<file path="config.mk">
export PLATFORM = sky130hd
export DESIGN_NAME = if_prefetch
export DESIGN_NICKNAME = d
export VERILOG_FILES = /design/src/rtl/if_prefetch.sv
export SDC_FILE = /design/constraint.sdc
export NUM_CORES = 1
export LEC_CHECK = 0
export CAP_MARGIN = 20
export CORE_AREA = 4 4 168 170
export DETAILED_ROUTE_END_ITERATION = 10
export DIE_AREA = 0 0 172 174
export PLACE_DENSITY_LB_ADDON = 0.3
export SETUP_SLACK_MARGIN = 0.2
export SKIP_LAST_GASP = 1
export SLEW_MARGIN = 20
export SYNTH_ARGS = -nofsm -noshare
export SYNTH_HDL_FRONTEND = slang
export SYNTH_SLANG_ARGS = --single-unit
</file>
<file path="constraint.sdc">
create_clock -name clk -period 4.1 [get_ports clk]
set_clock_uncertainty 0.2 [all_clocks]
set_input_delay 0.82 -clock clk [delete_from_list [all_inputs] [get_ports clk]]
set_output_delay 0.82 -clock clk [all_outputs]
set_load 0.02 [all_outputs]
</file>
<file path="src/rtl/if_prefetch.sv">
// Instruction-fetch stage: owns the fetch PC, issues fixed-latency ROM reads under a
// credit check, and buffers returned words in a FIFO that feeds ID via valid/stall.
module if_prefetch #(
  parameter int                ADDR_W   = 32,
  parameter int                DATA_W   = 32,
  parameter int                DEPTH    = 4,
  parameter int                ROM_LAT  = 1,
  parameter logic [ADDR_W-1:0] RESET_PC = '0,
  parameter int                PC_STEP  = 4
) (
  input  logic                     clk,
  input  logic                     rst,
  input  logic [DATA_W-1:0]        rom_data_i,
  output logic [ADDR_W-1:0]        rom_addr_o,
  output logic                     rom_ce_o,
  input  logic                     stall_i,
  input  logic                     flush_i,
  input  logic [ADDR_W-1:0]        redirect_pc_i,
  output logic                     id_valid_o,
  output logic [ADDR_W-1:0]        id_pc_o,
  output logic [DATA_W-1:0]        id_inst_o,
  output logic [$clog2(DEPTH):0]   fifo_count_o
);
  localparam int PW = $clog2(DEPTH);
  localparam int CW = PW + 1;

  logic [ADDR_W-1:0]               pc_q;
  logic [ROM_LAT:1]                vld_pipe_q;
  logic [ROM_LAT:1][ADDR_W-1:0]    pc_pipe_q;
  logic [DEPTH-1:0][ADDR_W-1:0]    fifo_pc_q;
  logic [DEPTH-1:0][DATA_W-1:0]    fifo_inst_q;
  logic [PW-1:0]                   head_q, tail_q;
  logic [CW-1:0]                   count_q;

  logic [CW:0] inflight;
  logic        issue, push, pop;

  always_comb begin
    inflight = '0;
    for (int k = 1; k <= ROM_LAT; k++) inflight += {{CW{1'b0}}, vld_pipe_q[k]};
  end

  // Credit uses start-of-cycle occupancy, so a return can never find the FIFO full.
  assign issue = !flush_i && (({1'b0, count_q} + inflight) < (CW+1)'(DEPTH));
  assign push  = vld_pipe_q[ROM_LAT] && !flush_i;
  assign pop   = id_valid_o && !stall_i && !flush_i;

  always_ff @(posedge clk or negedge rst) begin
    if (!rst) begin
      pc_q       <= RESET_PC;
      vld_pipe_q <= '0;
      pc_pipe_q  <= '0;
      head_q     <= '0;
      tail_q     <= '0;
      count_q    <= '0;
    end else if (flush_i) begin
      pc_q       <= redirect_pc_i;
      vld_pipe_q <= '0;
      head_q     <= '0;
      tail_q     <= '0;
      count_q    <= '0;
    end else begin
      if (issue) pc_q <= pc_q + ADDR_W'(PC_STEP);
      vld_pipe_q[1] <= issue;
      pc_pipe_q[1]  <= pc_q;
      for (int k = 2; k <= ROM_LAT; k++) begin
        vld_pipe_q[k] <= vld_pipe_q[k-1];
        pc_pipe_q[k]  <= pc_pipe_q[k-1];
      end
      if (push) tail_q <= tail_q + PW'(1);
      if (pop)  head_q <= head_q + PW'(1);
      count_q <= count_q + CW'(push) - CW'(pop);
    end
  end

  // Storage needs no reset: it is only observable while count_q is non-zero.
  always_ff @(posedge clk) begin
    if (push) begin
      fifo_pc_q[tail_q]   <= pc_pipe_q[ROM_LAT];
      fifo_inst_q[tail_q] <= rom_data_i;
    end
  end

  assign rom_addr_o   = pc_q;
  assign rom_ce_o     = rst && issue;
  assign id_valid_o   = (count_q != '0);
  assign id_pc_o      = id_valid_o ? fifo_pc_q[head_q]   : '0;
  assign id_inst_o    = id_valid_o ? fifo_inst_q[head_q] : '0;
  assign fifo_count_o = count_q;
endmodule

</file>
# Yosys cells after proc, flatten, opt, wreduce, memory -nomap -nowiden
# Index checks and enable logic that the tools add are counted.
totals:
  ff_bits: 328
  in_bits: 68
  out_inout_bits: 101
  elab_cells: 54
classes:
  add_sub_neg: 6
  n_lt_le_gt_ge: 4
  mux: 18
  n_reduce_logical: 12
ops:
  columns: ["cell", "count"]
  rows:
  - ["bitwise mux 128 bit", 2]
  - ["2-to-1 mux 32 bit", 7]
  - ["binary-select mux 32 bit (select 2 bit)", 2]
  - ["demux 32 bit (select 2 bit)", 1]
  - ["adder 32 x 3 -> 32 bit, second input constant", 1]
  - ["2-to-1 mux 2 bit", 4]
  - ["logical AND 1 bit", 6]
  - ["< comparator 2 x 3 -> 1 bit, second input constant", 2]
  - ["nonzero test 2 bit", 3]
  - ["adder 2 x 1 -> 2 bit, second input constant", 2]
  - ["adder 3 x 1 -> 4 bit", 1]
  - ["< comparator 4 x 3 -> 1 bit, second input constant", 1]
  - ["adder 3 x 1 -> 3 bit", 1]
  - ["2-to-1 mux 3 bit", 1]
  - ["nonzero test 3 bit", 1]
  - ["subtractor 3 x 1 -> 3 bit", 1]
  - [">= comparator 2 x 1 -> 1 bit, second input constant", 1]
  - ["logical NOT 1 bit", 2]
  - ["2-to-1 mux 1 bit", 1]

# Depth between registers and ports, before layout
depth:
  depth_word: 5
  depth_mapped: 10
  mapped_depth_nobuf: 9

# Worst setup path before layout
# No wires, ideal clock.
synth_timing:
  kind: "in2reg"
  startpoint: "in flush_i"
  endpoint: "reg fifo_inst_q[0] in the netlist's numbering (enable)"
  setup_time_ns: 0.429
  arrival_time_ns: 2.741
  t_required_ns: 3.471
  path_slack_ns: 0.730
  cell_stages: 3
  path_cell_list: "clkbuf_1 > nor2b_1 > and2_1"
synth_via:
  elab_chain_len: 2
synth_rtl:
  columns: ["element", "line_no", "source"]
  rows:
  - ["from (decl)", "17", "input logic flush_i,"]
  - ["logical NOT 1 bit", "45", "assign push = vld_pipe_q[ROM_LAT] && !flush_i;"]
  - ["logical AND 1 bit", "45", null]
  - ["to (signal, indexed assignment)", "80", "fifo_inst_q[tail_q] <= rom_data_i;"]
  - ["to (decl)", "31", "logic [DEPTH-1:0][DATA_W-1:0] fifo_inst_q;"]
# Every way passes these cells.
# A chain may end at the register's enable or synchronous reset.

# Worst setup path after layout
layout_timing:
  startpoint: "reg count_q[1] (netlist: fifo_count_o[1])"
  endpoint: "out rom_ce_o"
layout_via:
  elab_chain_len: 4
layout_rtl:
  columns: ["element", "line_no", "source"]
  rows:
  - ["from (decl)", "33", "logic [CW-1:0] count_q;"]
  - ["from (signal assigned)", "72", "count_q <= count_q + CW'(push) - CW'(pop);"]
  - ["adder 3 x 1 -> 4 bit", "44", "assign issue = !flush_i && (({1'b0, count_q} + inflight) < (CW+1)'(DEPTH));"]
  - ["< comparator 4 x 3 -> 1 bit", "44", null]
  - ["logical AND 1 bit", "44", null]
  - ["logical AND 1 bit", "85", "assign rom_ce_o = rst && issue;"]
  - ["to (decl)", "15", "output logic rom_ce_o,"]
# Every way passes these cells.

==> results by group <==
Worst setup path
  • Critical-path top delay cell: clkdlybuf4s50_1
  • CP Data Required Time: 3.08 ns
  • Critical Path Stages: 6
  • WS Path Type: reg2out
  • Largest stage delay on the critical path: ~0.6 ns
  • Critical Path End Type: output port
  • Crit path cell chain: ha_1 > o211a_1 > o22a_4 > nor2_1 > and2_1 > clkdlybuf4s50_1
  • Delay-heaviest family, CP: compound AO/OA/AOI/OAI gates
  • CP Max Fanout: 23
  • Reg2Reg Depth: 6
  • Crit path DAT: between 2 and 3 ns
  • Startpoint types: register
  • Buf+Inv Stages, Crit Path: 1

Floorplan
  • Die span in x: between 150 and 200 µm
  • Row count: 60
  • Core area: roughly 27,000 µm²
  • Die Y: approximately 170 µm
  • Initial core utilization: between 40% and 50%
  • Die area: ~30,000 µm²
  • I/O pins: around 170

Clocking
  • CTS Root Cell: clkbuf_16
  • Clock transition at path regs: 0.06 ns
  • Htree depth: 2
  • Clock buffer count from CTS: 35
  • CTS tree: built
  • Clock Latency Late Sink: 0.50 ns
  • CTS Buffer Depth: 3
  • Postcts setup bufs: 0
  • CTS sink cnt: between 300 and 400

Detailed routing
  • Initial DRC count: 591
  • DR WL/cell: around 21 µm
  • Total wire length: ~27,000 µm
  • Router iterations before antenna repair: 6
  • Routed vias/inst: around 5.4
  • Final antenna-violating net count: 0
  • Via Count: a little under 7,000
  • Drt drc: 0

Layout
  • Fill count: between 1,500 and 2,000
  • Non-filler cells, final: about 1,300
  • Area delta synth->final: 25.6%
  • Ratio of cells with drive above 1 in the final layout: a little over 20%
  • Area of the multi-input gates: 3540 µm²
  • Net count, final: a little under 1,000
  • Flip-flop and latch area: 9500 µm²
  • N_diodes: 0

Synth
  • Dominant synthesized flop cell: edfxtp_1
  • Synth Cell Area: 13,200 µm²
  • Mapped Cells: ~700
  • Ys async rst share: between 20 and 25%
  • FF+latch count, synth: 328
  • Mean area per synthesized cell: roughly 18 µm²
  • Seq/Total Area, Yosys: 72.0%
  • Post-synth net total: approximately 800
  • Post-synth EDFFs: between 200 and 300
  • Yosys warnings: 0
  • Synth cell types: 40

Timing
  • Post-Route Setup TNS: 0 ns
  • Crit path time final: 3.74 ns
  • RSZ-0062 raised after global routing: false
  • Fin. Hold Viols: 0
  • Fin. max-slew vios: 0
  • Least-Margin Pin Slew: 0.937 ns
  • Highest Clock Rate: between 200 and 300 MHz
  • Slew headroom: 37.5%
  • Final Setup Violations: 0
  • Final worst-path cycle share: between 90% and 100%

Place
  • DP HPWL: ~17,000 µm
  • Port buffer count: about 170
  • Placed Cells: 1,204
  • RD Place Congestion: about 0.80

GRT
  • Gr usage total: between 10% and 20%
  • GRT overflow: 0
  • Initial antenna violation count: 2
  • First-pass GRT wire length: 42,000 µm
  • Largest net degree at the start of global routing: just under 90
  • Vias in the first global route: around 7,400

Run status
  • Status: finished, final reports clean

Power and ir drop
  • P_leak: around 5.6 nW
  • PwrDens: 614 nW/µm²
  • Peak VDD IR: between 0.0003 and 0.0004 V

Hold path
  • Hold/Removal Path Class: reg2reg
  • Hold Path Cell Cnt: 0

Flow run
  • MaxCap Viol Count: 0
[cell families after synthesis]
logic type | synth area share [%]
muxes | 14.2
adders and majority gates | 0.911
AOI/OAI and AO/OA | 1.18
buffers and inverters | 1.32
xor gates and xnor gates | 2.13
and+or+nand+nor | 8.33
DFF | 72.0
[area by class of cell]
cell class | count | area share (%)
Clock buffer | 40 | 5.66
Sequential cell | 328 | 57.4
Clock inverter | 21 | 1.66
Tap cell | 341 | 2.58
Inverter | 6 | 0.136
Multi-Input combinational cell | 350 | 21.4
Timing Repair Buffer | 180 | 11.2
[metal layers]
| layer | global-route usage (%) | share of wire, % |
|---|---|---|
| met5 | 0 | 0.060 |
| met4 | 3.96 | 1.4 |
| met3 | 4.89 | 6.8 |
| met2 | 28.1 | 48 |
| met1 | 25.9 | 44 |
[timing repair]
action                                  CTS  global route
resized for setup                         0             2
endpoints found under the setup margin    0             2
hold endpoints to repair                  1             0
hold buffers                              1             0
[metrics by stage]
| stage | util [%] | instance area, µm² | hold slack (ns) | power [mW] | setup WS (ns) |
|---|---|---|---|---|---|
| after detailed placement | 57.3 | 15300 | 0.298 | 6.98 | 0.754 |
| after CTS | 61.9 | 16500 | 0.312 | 10.3 | 0.217 |
| after global routing | 61.9 | 16600 | 0.331 | 10.6 | 0.198 |
| after global placement | 57.3 | 15300 | 0.291 | 6.95 | 0.818 |
| final | 61.9 | 16600 | 0.310 | 10.2 | 0.364 |
| after floorplan | - | 13200 | 0.271 | 5.75 | 0.730 |
[power by group]
| group | total [mW] | switching [mW] | internal (mW) | leakage [nW] |
|---|---|---|---|---|
| clock network | 3.29 | 1.21 | 2.07 | 0.595 |
| logic | 2.75 | 1.37 | 1.38 | 1.85 |
| registers | 4.12 | 0.210 | 3.91 | 3.20 |
[cells in the final DEF (no fill, tap or decap), types with 4 or more instances in the layout]
cell type and n:
nor4_2 9, nand3_1 7, dfrtp_1 70, mux2_2 35, edfxtp_1 256, mux4_2 64
clkbuf_16 37, buf_4 5, xor2_1 12, o21ai_1 15, ha_1 8, nand4_1 7
clkinv_1 6, nand2_1 45, inv_1 5, and2_4 4, xnor2_1 20, nor3_1 8
bufinv_16 7, clkdlybuf4s50_1 166, buf_12 7, and2_1 68, clkinv_2 7, o21ai_0 8
nor2_1 10
[synth_stat cells (2+ instances only)]
library cell	count	share of area, %
edfxtp_1	256	58
and2_1	72	3.4
dfrtp_1	72	14
mux4_2	64	11
nand2_1	45	1.3
mux2_2	35	3.0
clkbuf_1	22	0.63
xnor2_1	20	1.3
o21ai_1	15	0.57
xor2_1	12	0.80
nor2_1	10	0.28
nor4_2	9	0.85
ha_1	8	0.76
nor3_1	8	0.30
o21ai_0	8	0.30
buf_2	7	0.27
nand3_1	7	0.27
nand4_1	7	0.33
buf_1	6	0.17
inv_1	6	0.17
and4_1	3	0.20
mux2i_1	3	0.23
nand2b_1	3	0.14
and4_4	2	0.17
nand4_2	2	0.19
nor2b_1	2	0.095
nor4_1	2	0.095
nor4b_2	2	0.23
[sequential cells by signal, summed over array words and instances (netlist names)]
signal / cells
fifo_count_o: 3
fifo_inst_q: 128
fifo_pc_q: 128
head_q: 2
pc_pipe_q: 32
rom_addr_o: 32
tail_q: 2
vld_pipe_q: 1
[worst paths after layout]
| path | start | end | slack [ns] |
|---|---|---|---|
| worst max-delay path | fifo_count_o[1]$_DFF_PN0_ | rom_ce_o | 0.36 |
| min in group asynchronous | rst | pc_pipe_q[17]$_DFFE_PN0N_ | 0.45 |
| worst min-delay path | pc_pipe_q[29]$_DFFE_PN0N_ | fifo_pc_q[93]$_DFFE_PP_ | 0.31 |
| worst min register to register | pc_pipe_q[29]$_DFFE_PN0N_ | fifo_pc_q[93]$_DFFE_PP_ | 0.31 |
| max in group asynchronous | rst | head_q[0]$_DFFE_PN0P_ | 2.06 |
| worst max register to register | fifo_count_o[1]$_DFF_PN0_ | rom_addr_o[7]$_DFFE_PN0N_ | 1.63 |
[worst reg2reg max path, stage by stage (launching register included)]
cell and delay [ns]:
dfrtp_1 0.44, ha_1 0.27, o211a_1 0.26, o22ai_1 0.68, nand3_1 0.19, xor2_1 0.19
o21ai_0 0.16
No activity file was read; power rests on OpenSTA's default activity.
